<file path="src/rtl/megacart_pkg.sv">
// Shared constants, FSM state type and window helper for the MegaCart NVRAM path.
package megacart_pkg;

  localparam int unsigned FILE_AW   = 13;
  localparam int unsigned REGION_AW = 16;
  localparam int unsigned MEM_AW    = 23;
  localparam int unsigned TIMER_W   = 24;

  localparam logic [MEM_AW-1:0]    NVRAM_BASE      = 23'h400000;

  localparam logic [FILE_AW-1:0]   FILE_LO_START   = 13'h0400;
  localparam logic [FILE_AW-1:0]   FILE_LO_END     = 13'h0FFF;
  localparam logic [REGION_AW-1:0] REGION_LO_START = 16'h0400;
  localparam logic [FILE_AW-1:0]   FILE_HI_START   = 13'h1800;
  localparam logic [FILE_AW-1:0]   FILE_HI_END     = 13'h1FFF;
  localparam logic [REGION_AW-1:0] REGION_HI_START = 16'h9800;

  localparam logic [FILE_AW-1:0]   FILE_LAST       = 13'h1FFF;

  typedef enum logic [1:0] {
    IDLE,
    LOAD_WR,
    SAVE_RD,
    SAVE_OUT
  } nv_state_e;

  // Wrapping subtract keeps the test valid for a window ending at the top of the file.
  function automatic logic in_window(input logic [FILE_AW-1:0] off,
                                     input logic [FILE_AW-1:0] lo,
                                     input logic [FILE_AW-1:0] hi);
    return FILE_AW'(off - lo) <= FILE_AW'(hi - lo);
  endfunction

endpackage

</file>
<file path="src/rtl/megacart_nvram_map.sv">
// Combinational file offset -> {backed, SDRAM region offset} unmangler.
module megacart_nvram_map
  import megacart_pkg::*;
(
  input  logic [FILE_AW-1:0]   off,
  output logic                 backed_c,
  output logic [REGION_AW-1:0] region_c
);

  always_comb begin
    backed_c = 1'b0;
    region_c = '0;
    if (in_window(off, FILE_LO_START, FILE_LO_END)) begin
      backed_c = 1'b1;
      region_c = REGION_LO_START + REGION_AW'(FILE_AW'(off - FILE_LO_START));
    end else if (in_window(off, FILE_HI_START, FILE_HI_END)) begin
      backed_c = 1'b1;
      region_c = REGION_HI_START + REGION_AW'(FILE_AW'(off - FILE_HI_START));
    end
  end

endmodule

</file>
<file path="src/rtl/megacart_nvram_io.sv">
// Streams the MegaCart NVRAM image between the host ioctl byte stream and SDRAM.
// Optional autosave tracking is compiled in with MEGACART_NVRAM_AUTOSAVE_EN.
module megacart_nvram_io
  import megacart_pkg::*;
#(
  parameter logic [7:0]         FILL_BYTE   = 8'hFF,
  parameter logic [TIMER_W-1:0] IDLE_CYCLES = 24'd8000000
) (
  input  logic               clk,
  input  logic               reset_n,
  input  logic               load_active,
  input  logic               load_wr,
  input  logic [FILE_AW-1:0] load_addr,
  input  logic [7:0]         load_data,
  output logic               load_busy,
  input  logic               save_start,
  output logic               save_valid,
  input  logic               save_ready,
  output logic [FILE_AW-1:0] save_addr,
  output logic [7:0]         save_data,
  output logic               save_done,
  output logic               mem_req,
  output logic               mem_we,
  output logic [MEM_AW-1:0]  mem_addr,
  output logic [7:0]         mem_wdata,
  input  logic [7:0]         mem_rdata,
  input  logic               mem_ack,
  input  logic               nv_wr,
  output logic               autosave_req,
  output logic               dirty
);

  nv_state_e            state, state_n;
  logic [FILE_AW-1:0]   off, off_n;
  logic [7:0]           save_data_n;
  logic                 save_done_n;
  logic                 load_take;
  logic                 map_backed_c;
  logic [REGION_AW-1:0] map_region_c;

  // Map the offset the FSM is moving to, so mem_* register alongside the state.
  megacart_nvram_map u_map (
    .off      (off_n),
    .backed_c (map_backed_c),
    .region_c (map_region_c)
  );

  always_ff @(posedge clk or negedge reset_n) begin
    if (!reset_n) begin
      state <= IDLE;
      off   <= '0;
    end else begin
      state <= state_n;
      off   <= off_n;
    end
  end

  // In the access states mem_req doubles as the registered "offset is backed" flag.
  always_comb begin
    state_n     = state;
    off_n       = off;
    save_data_n = save_data;
    save_done_n = 1'b0;
    load_take   = 1'b0;
    case (state)
      IDLE: begin
        if (load_wr) begin
          state_n   = LOAD_WR;
          off_n     = load_addr;
          load_take = 1'b1;
        end else if (save_start) begin
          state_n = SAVE_RD;
          off_n   = '0;
        end
      end
      LOAD_WR: begin
        if (!mem_req || mem_ack) state_n = IDLE;
      end
      SAVE_RD: begin
        if (!mem_req) begin
          save_data_n = FILL_BYTE;
          state_n     = SAVE_OUT;
        end else if (mem_ack) begin
          save_data_n = mem_rdata;
          state_n     = SAVE_OUT;
        end
      end
      SAVE_OUT: begin
        if (save_ready) begin
          if (off == FILE_LAST) begin
            save_done_n = 1'b1;
            state_n     = IDLE;
          end else begin
            off_n   = off + FILE_AW'(1);
            state_n = SAVE_RD;
          end
        end
      end
      default: state_n = IDLE;
    endcase
  end

  always_ff @(posedge clk or negedge reset_n) begin
    if (!reset_n) begin
      load_busy  <= 1'b0;
      save_valid <= 1'b0;
      save_addr  <= '0;
      save_data  <= '0;
      save_done  <= 1'b0;
      mem_req    <= 1'b0;
      mem_we     <= 1'b0;
      mem_addr   <= '0;
      mem_wdata  <= '0;
    end else begin
      load_busy  <= (state_n == LOAD_WR);
      save_valid <= (state_n == SAVE_OUT);
      save_addr  <= off_n;
      save_data  <= save_data_n;
      save_done  <= save_done_n;
      mem_req    <= map_backed_c && ((state_n == LOAD_WR) || (state_n == SAVE_RD));
      mem_we     <= map_backed_c && (state_n == LOAD_WR);
      mem_addr   <= NVRAM_BASE | MEM_AW'(map_region_c);
      if (load_take) mem_wdata <= load_data;
    end
  end

`ifdef MEGACART_NVRAM_AUTOSAVE_EN
  logic               load_active_q;
  logic [TIMER_W-1:0] idle_timer;

  // CPU writes win over clears landing in the same cycle so no modification is lost.
  always_ff @(posedge clk or negedge reset_n) begin
    if (!reset_n) begin
      load_active_q <= 1'b0;
      idle_timer    <= '0;
      dirty         <= 1'b0;
      autosave_req  <= 1'b0;
    end else begin
      load_active_q <= load_active;
      autosave_req  <= 1'b0;
      if (nv_wr) begin
        dirty      <= 1'b1;
        idle_timer <= IDLE_CYCLES;
      end else if (load_active_q && !load_active) begin
        dirty      <= 1'b0;
        idle_timer <= '0;
      end else begin
        if (save_done_n) dirty <= 1'b0;
        if (dirty && (state == IDLE) && (idle_timer != '0)) begin
          idle_timer <= idle_timer - TIMER_W'(1);
          if (idle_timer == TIMER_W'(1)) autosave_req <= 1'b1;
        end
      end
    end
  end
`else
  logic unused_autosave;
  assign unused_autosave = &{1'b0, load_active, nv_wr, IDLE_CYCLES};
  assign dirty           = 1'b0;
  assign autosave_req    = 1'b0;
`endif

endmodule

</file>
<file path="config.mk">
export PLATFORM = sky130hd
export DESIGN_NAME = megacart_nvram_io
export DESIGN_NICKNAME = d
export VERILOG_FILES = /design/src/rtl/megacart_pkg.sv /design/src/rtl/megacart_nvram_map.sv /design/src/rtl/megacart_nvram_io.sv
export SDC_FILE = /design/constraint.sdc
export NUM_CORES = 1
export LEC_CHECK = 0
export ABC_AREA = 0
export BUFFER_PORTS_ARGS = -buffer_cell sky130_fd_sc_hd__buf_2
export CORE_ASPECT_RATIO = 1.75
export CORE_MARGIN = 2
export CORE_UTILIZATION = 52
export DETAILED_ROUTE_END_ITERATION = 10
export PLACE_DENSITY = 0.81
export SLEW_MARGIN = 5
export SYNTH_ARGS = -nofsm -noshare
export SYNTH_HDL_FRONTEND = slang
export SYNTH_SLANG_ARGS = --single-unit
export TNS_END_PERCENT = 100
</file>
<file path="constraint.sdc">
create_clock -name clk -period 3.4 [get_ports clk]
set_clock_uncertainty 0.1 [all_clocks]
set_input_delay 0.68 -clock clk [delete_from_list [all_inputs] [get_ports clk]]
set_output_delay 0.68 -clock clk [all_outputs]
set_load 0.02 [all_outputs]
</file>
* Word-level counts from Yosys, hierarchy flattened
Cells that the tools add are included.
Widths: inputs -> output; s select.
** Storage, ports and cells
- Bits in writable memories :: 0
- Bits of input ports :: 37
- Output and inout bits :: 59
- ROM bits :: 0
- Memories :: 0
- Bits in registers :: 53
- Word-level logic and storage cells :: 56
- Latch bits :: 0
** Cells by class
- Divide/modulo/power cells :: 0
- Equality and inequality tests :: 8
- Multiply operators :: 0
- Magnitude comparators :: 2
- Reduce and logical (&&, ||, !) cells :: 7
- Bitwise gates (word level) :: 0
- Shifts and indexed selects :: 0
- Multiplexer cells :: 24
- Add/subtract/negate cells :: 5
** Operators by type and width (number)
- $mux 13 :: 4
- $mux 16 :: 2
- $pmux 13 s2 :: 1
- $add 16x13->16 const A :: 1
- $mux 8 :: 2
- $add 11x13->14 const A :: 1
- $mux 2 :: 7
- $add 13x1->13 const B :: 1
- $eq 13x13->1 const B :: 1
- $le 13x11->1 const B :: 1
- $le 13x12->1 const B :: 1
- $sub 13x11->13 const B :: 1
- $sub 13x13->13 const B :: 1
- $eq 2x2->1 const B :: 4
- $pmux 2 s4 :: 1
- $mux 1 :: 7
- $eq 2x1->1 const B :: 2
- $logic_and 1x1->1 :: 2
- $logic_not 2->1 :: 1
- $logic_or 1x1->1 :: 2
- $ne 2x1->1 const B :: 1
- $reduce_and 2->1 :: 1
- $logic_not 1->1 :: 1

* Longest topological paths before layout
Gate-level depths: netlist of run 1.
- Depth after elaboration :: 9
- Mapped depth :: 15
- Gate-level depth less buffers :: 14

* By module
A second synthesis of run 1 with hierarchy kept.
** Second synthesis, totals
- Cells, all modules :: 267
- Area, all modules :: 2766.4 sq um
** By module, submodules not included
- megacart_nvram_io :: instances 1, area each 2389.8 sq um, cells each 220
- megacart_nvram_map :: instances 1, area each 376.6 sq um, cells each 47

* Worst setup path after synthesis of run 1
OpenSTA, ideal clock, no wires.
- Path type :: flip-flop to flip-flop
- Start point :: reg, netlist name save_addr[0]
- End point :: reg mem_addr[1]
- Period minus slack after synthesis :: 3.225 ns
- Path buffers :: 1
- Cell stages (with the launch flop) :: 11
- Arrival time :: 2.971 ns
- Setup slack :: 0.175 ns
- Cells stage by stage :: dfrtp_1 ha_1 nand3_2 nor4_4 mux2_1 a222oi_1 nor4_4 and3_4 o31ai_4 buf_6 a21oi_1
** RTL lines
- end signal: assignment :: line megacart_nvram_io.sv:122 : mem_addr <= NVRAM_BASE | MEM_AW'(map_region_c);
- end: declaration :: line megacart_nvram_io.sv:24 : output logic [MEM_AW-1:0] mem_addr,

* Worst setup path after layout of run 1
- Start point :: reg state[1]
- End point :: reg mem_addr[9]
** On the way
- Word-level cells in the longest chain between the ends :: 6
- Elaborated cells on any way between the ends :: 11
** RTL lines
- start: declaration :: line megacart_nvram_io.sv:33 : nv_state_e state, state_n;
- start signal: assignment :: line megacart_nvram_io.sv:53 : state <= state_n;
- $eq 2x2->1 / $logic_not 2->1 (equally long branches) :: line megacart_nvram_io.sv:65 : case (state)
- $pmux 13 s2 * :: line megacart_nvram_io.sv:65
- $sub 13x13->13 :: line megacart_pkg.sv:31, megacart_nvram_map.sv:18
- $add 16x13->16 / $le 13x11->1 (equally long branches) :: line megacart_nvram_map.sv:18, megacart_pkg.sv:31
- $mux 16 :: line megacart_nvram_map.sv:16 : end else if (in_window(off, FILE_HI_START, FILE_HI_END)) begin
- $mux 16 * :: line megacart_nvram_map.sv:13 : if (in_window(off, FILE_LO_START, FILE_LO_END)) begin
- named net map_region_c[9] :: line megacart_nvram_io.sv:39 : logic [REGION_AW-1:0] map_region_c;
The timed path passes the listed nets; every way through them passes the cells marked *.
A chain may end at the register's enable or synchronous reset.

==> results.py, run 1 <==
metrics = {
    "run_status": {
        "status": "finished, final reports clean",
    },
    "grt": {
        "grtUsageTotal": 0.261,
        "grt_pass1_vias": 2702,
        "antenna_found_initial": 0,
        "grt_pass1_wl_um": 13300,
        "grt_max_degree": 28,
        "overflow": 0,
    },
    "sta": {
        "post-route-min-period_ns": 3.21,
        "finalHoldViolCount": 0,
        "whs_ns": 0.257,
        "slew_headroom": 0.574,
        "setup_violations": 0,
        "max_slew.worst_pin.slew_ns": 0.631,
        "maxSlewViolCount": 0,
        "fin_crit_sh": 0.944,
        "fmaxAchievable_ghz": 0.311,
    },
    "clock_tree": {
        "clk_path_buf_depth": 2,
        "cts_tree": "yes",
        "clk_pin_slew_worst_paths_ns": 0.09,
        "cts-root-buf": "clkbuf_8",
        "ctsHoldBuffers": 0,
        "cts_buffers": 5,
        "clk_latency_ns": 0.32,
        "htree_num_levels": 2,
        "clock-sinks": 52,
    },
    "place": {
        "portBuffers": 84,
        "gp_congestion": 0.926,
        "dp.cells": 485,
        "dp_hpwl_um": 6460,
    },
    "synth": {
        "yosys_warnings": 0,
        "syn_area_um2": 3100,
        "synth_edf_count": 0,
        "synth-main-ff-cell": "dfrtp_1",
        "yosys_register_bits": 52,
        "synth_cell_types": 78,
        "async_reset_ff_frac": 1.00,
        "yosysTopAreaCell": "dfrtp_1",
        "avgSynthCellArea_um2": 10.4,
        "synth_common_cells": "52 x dfrtp_1, 22 x nand2_1, 20 x nor2_1",
        "synth_top_area_frac": 0.420,
        "synth_area_leaders": "dfrtp_1 42%, ha_1 4.0%, mux2_2 3.6%",
        "syn_inst": 299,
        "ys_seq_area_frac": 0.420,
        "synth_most_common_cell": "dfrtp_1",
    },
    "route": {
        "vias_per_cell": 5.44,
        "wl_um": 8140,
        "vias": 2689,
        "ant_nets": 0,
        "drtIter0Drc": 85,
        "wl_per_cell_um": 16.5,
        "first_pass_iters": 4,
        "drc": 0,
    },
    "finish": {
        "area_growth_pct": 27.5,
        "stdcell_count": 494,
        "nNetsFinal": 462,
        "layout-drive-gt1-share": 0.442,
        "diodes": 0,
    },
    "floorplanning": {
        "die_area_um2": 6610,
        "start_util": 0.531,
        "core-area_um2": 5830,
        "die_x_um": 62.3,
        "rows": 37,
        "io_pins": 96,
        "die_height_um": 106,
    },
    "power": {
        "irDropWorstVdd_uv": 472,
        "power.density_nw_per_um2": 909,
        "power.leakage_uw": 0.00207,
    },
    "critical_path": {
        "critPathMaxFanout": 8,
        "cp-start-kind": "flip-flop",
        "arrival_ns": 3.31,
        "crit_path_end_kind": "flip-flop",
        "path_class": "flip-flop to flip-flop",
        "r2r_setup_slack_ns": 0.19,
        "crit_required_ns": 3.50,
    },
    "flow_run": {
        "cap_violations": 0,
    },
    "worst_hold_path": {
        "hp-class": "primary input to async pin",
    },
}
==> metal layers <==
metal | vias to the layer above | track usage | wire length [um]
met1 | 1296 | 0.289 | 3090
met4 | 0 | 0.129 | 244
met2 | 77 | 0.482 | 4500
met5 | - | 0 | 0
met3 | 16 | 0.0381 | 302
li1 | 1300 | - | -
==> per-stage QoR <==
step                utilization  total power [uW]  cell area (um^2)  setup WS [ns]  TNS (ns)
finish                    0.677              3590              3950          0.189         0
detailed placement        0.648              3070              3780         0.0717         0
CTS                       0.671              3580              3920         0.0736         0
floorplan                     -              2350              3130          0.175         0
global route              0.677              3830              3950       -0.00774  -0.00774
global placement          0.648              3030              3780          0.121         0
==> flip-flops by register name (all words and copies together), names as in the netlist <==
signal      count
mem_addr       16
save_addr      13
mem_wdata       8
save_data       8
state           2
load_busy       1
mem_req         1
mem_we          1
save_done       1
save_valid      1
==> cell usage in the layout (no fill, tap or decap), types with 2 or more instances in the layout <==
cell	count
nor2_1	19
nor4_1	3
clkbuf_8	5
dfrtp_1	51
nor4_4	2
buf_2	84
o41ai_1	2
mux2_2	10
a21oi_2	6
a21o_1	4
bufinv_16	2
or2_2	2
nand4_1	3
o21ai_0	13
nor3_1	4
a21boi_2	3
a21oi_1	10
buf_4	40
a21boi_0	4
nor2b_1	2
a22o_1	3
and4b_1	3
a311o_1	2
nand2_1	22
o311a_2	2
inv_1	16
or4_1	2
and3_1	4
nand3_2	4
nor3b_1	8
or3_2	2
a211o_1	3
and2_1	5
ha_1	9
o21a_1	3
o211ai_1	2
conb_1	10
nand3_1	3
==> worst paths after layout <==
check	from	endpoint	cells after the start
setup reg to reg	state[1]	mem_addr[9]	12
hold / removal	reset_n	mem_wdata[3]	1
setup / recovery	state[1]	mem_addr[9]	12
max in group asynchronous	reset_n	save_addr[2]	2
hold reg to reg	save_data[0]	save_data[0]	2
min in group clk	save_data[0]	save_data[0]	2
==> critical path, cell delays in order (launching register included) <==
cell and delay, ns:
dfrtp_1 0.44, inv_1 0.10, ha_2 0.34, buf_4 0.19, or4_1 0.54, a311oi_2 0.27, buf_4 0.20, nor4_4 0.05
buf_4 0.16, and3_4 0.17, o31ai_4 0.18, buf_4 0.24, a21oi_1 0.09
==> where the power goes <==
group / total (uW) / switching (uW) / internal (uW)
Combinational: 2120 / 1240 / 874
Sequential: 966 / 136 / 830
Clock: 504 / 208 / 296
Total: 3590 / 1590 / 2000
==> what timing repair did <==
item	4_1_cts	5_1_grt
buffers inserted	0	1
setup endpoints to repair	0	17
resized for setup	0	7
hold endpoints to repair	0	0
==> cells by family after synthesis <==
group                      synth area share
and+or+nand+nor                       0.206
AOI/OAI and AO/OA                     0.208
DFF                                   0.420
buffers and inverters                0.0796
muxes                                0.0400
adders and majority gates            0.0404
other                               0.00243
xor gates and xnor gates            0.00283
==> area by class of cell <==
cell class,instances,area [um^2]
Timing Repair Buffer,125,741
Multi-Input combinational cell,213,1600
Sequential cell,52,1300
Clock buffer,5,68.8
Tap cell,78,97.6
Clock inverter,3,68.8
Inverter,18,67.6
Fill cell,506,1890
Power figures use the tool's default switching activity.
==> run 2: changes to the inputs <==
--- a/config.mk
+++ b/config.mk
@@ -11,7 +11,7 @@
 export CORE_MARGIN = 2
 export CORE_UTILIZATION = 52
 export DETAILED_ROUTE_END_ITERATION = 10
-export PLACE_DENSITY = 0.81
+export PLACE_DENSITY_LB_ADDON = 0.08
 export SLEW_MARGIN = 5
 export SYNTH_ARGS = -nofsm -noshare
 export SYNTH_HDL_FRONTEND = slang
==> run 2 against run 1 <==
Clock power fell by 8.3%. Count of clock-buffer cells in the layout rose by 2. Largest power group unchanged. Sequential share of layout area increased by 0.61 points. Critical endpoint is now mem_addr[11]. First-iteration DRC count fell by 3.5%. Highest routed layer unchanged. Hold slack worse by 0.041 ns.
==> results.py, run 2 (synthesis gave the netlist of run 1 again) <==
metrics = {
    "grt": {
        "grt_max_degree": 32,
        "grt_pass1_vias": 2697,
        "grt_pass1_wl_um": 12700,
        "overflow": 0,
        "antenna_found_initial": 0,
        "grtUsageTotal": 0.246,
    },
    "sta": {
        "finalHoldViolCount": 0,
        "max_slew.worst_pin.slew_ns": 0.647,
        "whs_ns": 0.215,
        "fin_crit_sh": 0.954,
        "fin_tns_setup_ns": 0,
        "slew_headroom": 0.563,
        "fmaxAchievable_ghz": 0.308,
        "rsz0062_at_grt": "true",
        "maxSlewViolCount": 0,
        "post-route-min-period_ns": 3.24,
        "setup_violations": 0,
    },
    "power": {
        "irDropWorstVdd_uv": 634,
        "power.leakage_uw": 0.00202,
        "total_power_uw": 3500,
        "power.density_nw_per_um2": 905,
    },
    "floorplanning": {
        "io_pins": 96,
        "die_x_um": 62.3,
        "core-area_um2": 5830,
        "die_height_um": 106,
        "rows": 37,
        "start_util": 0.531,
        "die_area_um2": 6610,
    },
    "route": {
        "ant_nets": 0,
        "wl_per_cell_um": 15.8,
        "vias_per_cell": 5.39,
        "drtIter0Drc": 82,
        "drc": 0,
        "wl_um": 7650,
        "vias": 2608,
        "first_pass_iters": 4,
    },
    "finish": {
        "diodes": 0,
        "layout-drive-gt1-share": 0.426,
        "final_util": 0.664,
        "largestRegisters": "mem_addr x16, save_addr x13",
        "final_common_cell": "buf_2",
        "area_growth_pct": 25.1,
        "regMostFlops": "mem_addr",
        "largest_reg_flops": 16,
        "layout_common_cells": "84 x buf_2, 52 x dfrtp_1, 29 x buf_4",
        "nNetsFinal": 452,
    },
    "clock_tree": {
        "cts_tree": "yes",
        "clk_latency_ns": 0.31,
        "cts-root-buf": "clkbuf_8",
        "htree_num_levels": 2,
        "cts_buffers": 5,
        "clk_path_buf_depth": 2,
        "clk_pin_slew_worst_paths_ns": 0.09,
        "clock-sinks": 52,
    },
    "flow_run": {
        "cap_violations": 0,
    },
    "place": {
        "portBuffers": 84,
        "gp_congestion": 0.986,
        "dp_hpwl_um": 6220,
    },
    "critical_path": {
        "crit_slowest_cell": "or4_1",
        "rr_startpoint": "state[0]",
        "reg2regPathDepth": 10,
        "arrival_ns": 3.35,
        "r2r_setup_slack_ns": 0.16,
        "crit_path_end_kind": "flip-flop",
        "crit_required_ns": 3.50,
        "critPathMaxStageDelay_ns": 0.49,
        "path_buf_inv": 2,
        "crit_cells": 10,
        "path_class": "flip-flop to flip-flop",
        "reg2reg_to": "mem_addr[11]",
        "worstPathCellList": "inv_1 > ha_1 > buf_4 > or4_1 > o221ai_1 > o22ai_2 > nor4_4 > nand3_2 > and3_1 > o31a_1",
        "critPathTopFamily": "simple AND/OR/NAND/NOR gates",
        "critPathMaxFanout": 7,
        "cp-start-kind": "flip-flop",
    },
    "run_status": {
        "status": "finished, final reports clean",
    },
    "worst_hold_path": {
        "hp-class": "primary input to async pin",
    },
}
## run 2: stage by stage
| step | instance area, um^2 | setup WS [ns] | instances |
|---|---|---|---|
| 2_1_floorplan | 3130 | 0.175 | 307 |
| 3_3_place_gp | 3700 | 0.150 | 473 |
| 5_1_grt | 3870 | -0.0110 | 484 |
| 6_report | 3870 | 0.155 | 484 |
| 3_5_place_dp | 3700 | 0.106 | 473 |
| 4_1_cts | 3830 | 0.128 | 481 |
## run 2: worst max-delay path by stage
stage | slack [ns] | from | end
after CTS | 0.13 | state[0] | mem_addr[11]
after global placement | 0.15 | save_ready | mem_addr[11]
final | 0.16 | state[0] | mem_addr[11]
after floorplan | 0.17 | save_addr[0] | mem_addr[1]
after global routing | -0.01 | save_addr[0] | mem_addr[11]
after detailed placement | 0.11 | save_ready | mem_addr[11]
## run 2: layer usage
| metal | track usage | part of all wire | up-vias |
|---|---|---|---|
| met4 | 0.138 | 0.046 | 0 |
| met2 | 0.471 | 0.55 | 84 |
| li1 | - | - | 1284 |
| met1 | 0.251 | 0.36 | 1220 |
| met5 | 0 | 0 | - |
| met3 | 0.0360 | 0.037 | 20 |
## run 2: layout make-up
| type | count | area, um^2 |
|---|---|---|
| well taps | 78 | 97.6 |
| inverters | 18 | 67.6 |
| clock inverters | 1 | 30.0 |
| multi-input cells | 213 | 1600 |
| repair buffers | 115 | 678 |
| clock buffers | 7 | 96.3 |
| fillers | 485 | 1960 |
| flip-flops and latches | 52 | 1300 |
## run 2: worst register-to-register path: cells and delay by family (launching register included)
kind | cells | cell delay [ns]
adders and majority gates | 1 | 0.35
AOI/OAI and AO/OA | 3 | 0.68
DFF | 1 | 0.40
buffers and inverters | 2 | 0.26
and+or+nand+nor | 4 | 1.34
## run 2: power breakdown
group | total [uW] | switching [uW] | internal, uW
Clock | 462 | 202 | 260
Sequential | 968 | 138 | 830
Combinational | 2080 | 1210 | 867
## run 2: repair_timing
item | in CTS | in global routing
setup endpoints to repair | 0 | 12
endpoints found under the hold margin | 0 | 0
resized for setup | 0 | 5
buffers inserted | 0 | 3
hold buffers | 0 | 0
==> run 3: changes to the inputs <==
--- a/config.mk
+++ b/config.mk
@@ -9,7 +9,7 @@
 export BUFFER_PORTS_ARGS = -buffer_cell sky130_fd_sc_hd__buf_2
 export CORE_ASPECT_RATIO = 1.75
 export CORE_MARGIN = 2
-export CORE_UTILIZATION = 52
+export CORE_UTILIZATION = 35
 export DETAILED_ROUTE_END_ITERATION = 10
 export PLACE_DENSITY_LB_ADDON = 0.08
 export SLEW_MARGIN = 5
==> run 3 against run 2 <==
Cell count is 12% higher. Utilization is 19 points lower. Flip-flop and latch count stayed put. Total power is 6.4% higher. Sequential share of layout area is 1.9 points lower. Combinational power is 4% higher. Final area is 6.1% higher. Via count is 4.9% higher. Critical path type unchanged. Largest power group unchanged.
==> results.py, run 3 (synthesis gave the netlist of run 1 again) <==
metrics = {
    "sta": {
        "maxSlewViolCount": 0,
        "fin_tns_setup_ns": 0,
        "fin_crit_sh": 0.950,
        "setup_violations": 0,
        "slew_headroom": 0.611,
        "post-route-min-period_ns": 3.23,
        "rsz0062_at_grt": "false",
        "fmaxAchievable_ghz": 0.310,
        "finalHoldViolCount": 0,
        "max_slew.worst_pin.slew_ns": 0.584,
        "setup_slack_ns": 0.171,
    },
    "critical_path": {
        "crit_path_end_kind": "flip-flop",
        "r2r_setup_slack_ns": 0.17,
        "cp-start-kind": "flip-flop",
        "path_class": "flip-flop to flip-flop",
        "arrival_ns": 3.34,
        "crit_slowest_cell": "dfrtp_2",
        "critPathMaxStageDelay_ns": 0.45,
        "rr_startpoint": "save_addr[0]",
        "worstPathCellList": "ha_1 > nand3_2 > buf_4 > nor4_4 > buf_4 > or3_1 > a22o_1 > nor4_4 > a21boi_2 > o31ai_4 > buf_4 > nor3b_1",
        "startpoint": "save_addr[0]",
        "crit_path_frequent_cell": "buf_4",
        "crit_required_ns": 3.51,
        "critPathMaxFanout": 9,
    },
    "run_status": {
        "status": "finished, final reports clean",
    },
    "power": {
        "clkPwrFrac": 0.161,
        "irDropWorstVdd_uv": 381,
        "sw_frac_of_total": 0.423,
        "pwr-share-comb": 0.582,
        "p_int_uw": 2150,
        "power.density_nw_per_um2": 907,
        "switching_power_uw": 1580,
        "p_seq_frac": 0.257,
        "power.leakage_uw": 0.00213,
    },
    "route": {
        "ant_nets": 0,
        "wl_per_cell_um": 16.1,
        "drc": 0,
        "wl_um": 8730,
        "vias": 2735,
        "drtIter0Drc": 102,
        "first_pass_iters": 4,
        "vias_per_cell": 5.04,
    },
    "floorplanning": {
        "die_area_um2": 9640,
        "io_pins": 96,
        "rows": 45,
        "die_x_um": 75.1,
        "start_util": 0.359,
        "die_height_um": 128,
        "core-area_um2": 8610,
    },
    "clock_tree": {
        "cts_buffers": 5,
        "clk_pin_slew_worst_paths_ns": 0.07,
        "ctsHoldBuffers": 0,
        "htree_num_levels": 2,
        "cts-root-buf": "clkbuf_16",
        "clk_path_buf_depth": 2,
        "clock-sinks": 52,
        "cts_tree": "yes",
        "clk_latency_ns": 0.29,
    },
    "finish": {
        "layout-drive-gt1-share": 0.455,
        "multi_input_area_um2": 1590,
        "largest_reg_flops": 16,
        "final_area_um2": 4110,
        "layout_common_cells": "84 x buf_2, 50 x dfrtp_1, 50 x buf_4",
        "fillers": 855,
        "final_common_cell": "buf_2",
        "nNetsFinal": 472,
        "register_area_um2": 1300,
        "area_growth_pct": 32.8,
        "largestRegisters": "mem_addr x16, save_addr x13",
        "final_util": 0.477,
        "diodes": 0,
        "regMostFlops": "mem_addr",
    },
    "grt": {
        "overflow": 0,
        "grt_max_degree": 28,
        "grt_pass1_vias": 2662,
        "grtUsageTotal": 0.187,
        "grt_pass1_wl_um": 13500,
        "antenna_found_initial": 0,
    },
    "place": {
        "portBuffers": 84,
        "gp_congestion": 0.841,
        "placed_area_um2": 3910,
        "dp_hpwl_um": 7080,
        "dpl_worst_slack_ns": 0.00677,
    },
    "flow_run": {
        "cap_violations": 0,
    },
    "worst_hold_path": {
        "hp-class": "primary input to async pin",
    },
}
## run 3: cell types whose count changed in the layout (fill, tap and decap cells not counted)
cell and change:
nor2b_1 -1, ha_2 +1, nand3_1 +2, buf_12 -1, nor2b_2 +1, clkbuf_8 -5, ha_1 -1, dfrtp_2 +2
buf_4 +21, nand3_2 -2, nor2_2 -1, nor2_1 +1, clkbuf_16 +5, dfrtp_1 -2
## run 3: metal layers
metal / track usage / vias up / routed length, um
met1: 0.202 / 1332 / 3280
met2: 0.346 / 67 / 4860
li1: - / 1321 / -
met5: 0 / - / 0
met3: 0.0266 / 15 / 299
met4: 0.0840 / 0 / 283
## run 3: final timing paths
kind | to | cells after the start
worst min register to register | save_data[1] | 2
worst max register to register | mem_addr[13] | 12
worst max-delay path | mem_addr[13] | 12
worst min-delay path | mem_wdata[1] | 1
max in group asynchronous | save_addr[1] | 2
min in group clk | save_data[1] | 2
## run 3: metrics by stage
step | hold slack (ns) | std cells | total power (uW)
detailed placement | 0.367 | 535 | 3150
global placement | 0.358 | 535 | 3130
global route | 0.341 | 543 | 4020
CTS | 0.308 | 543 | 3770
floorplan | 0.284 | 307 | 2350
finish | 0.288 | 543 | 3730
## run 3: power by group through the flow
stage                     clock network (uW)  registers, uW  logic [uW]
final                                    601            958        2170
after global placement                     0            966        2170
after global routing                     647            989        2380
after floorplan                            0           1230        1130
after detailed placement                   0            972        2180
after CTS                                622            960        2190
## run 3: what timing repair did
item,in CTS,in global routing
endpoints found under the setup margin,0,15
setup buffers,0,0
gates resized for setup,0,6
## run 3: layout make-up
type	instances	share of cell area
clock buffer	7	0.0371
clock inverter	1	0.00731
inverter	18	0.0164
multi-input combinational	213	0.388
sequential	52	0.317
tap	117	0.0356
timing repair buffer	135	0.198
## run 3: worst max-delay path, delay by kind of cell (launching register included)
kind                     cells  cell delay, ns
flip-flops                   1            0.45
buffers and inverters        3            0.50
adder cells (fa/ha/maj)      1            0.23
AND/OR/NAND/NOR              5            1.13
AO/OA/AOI/OAI                3            0.72
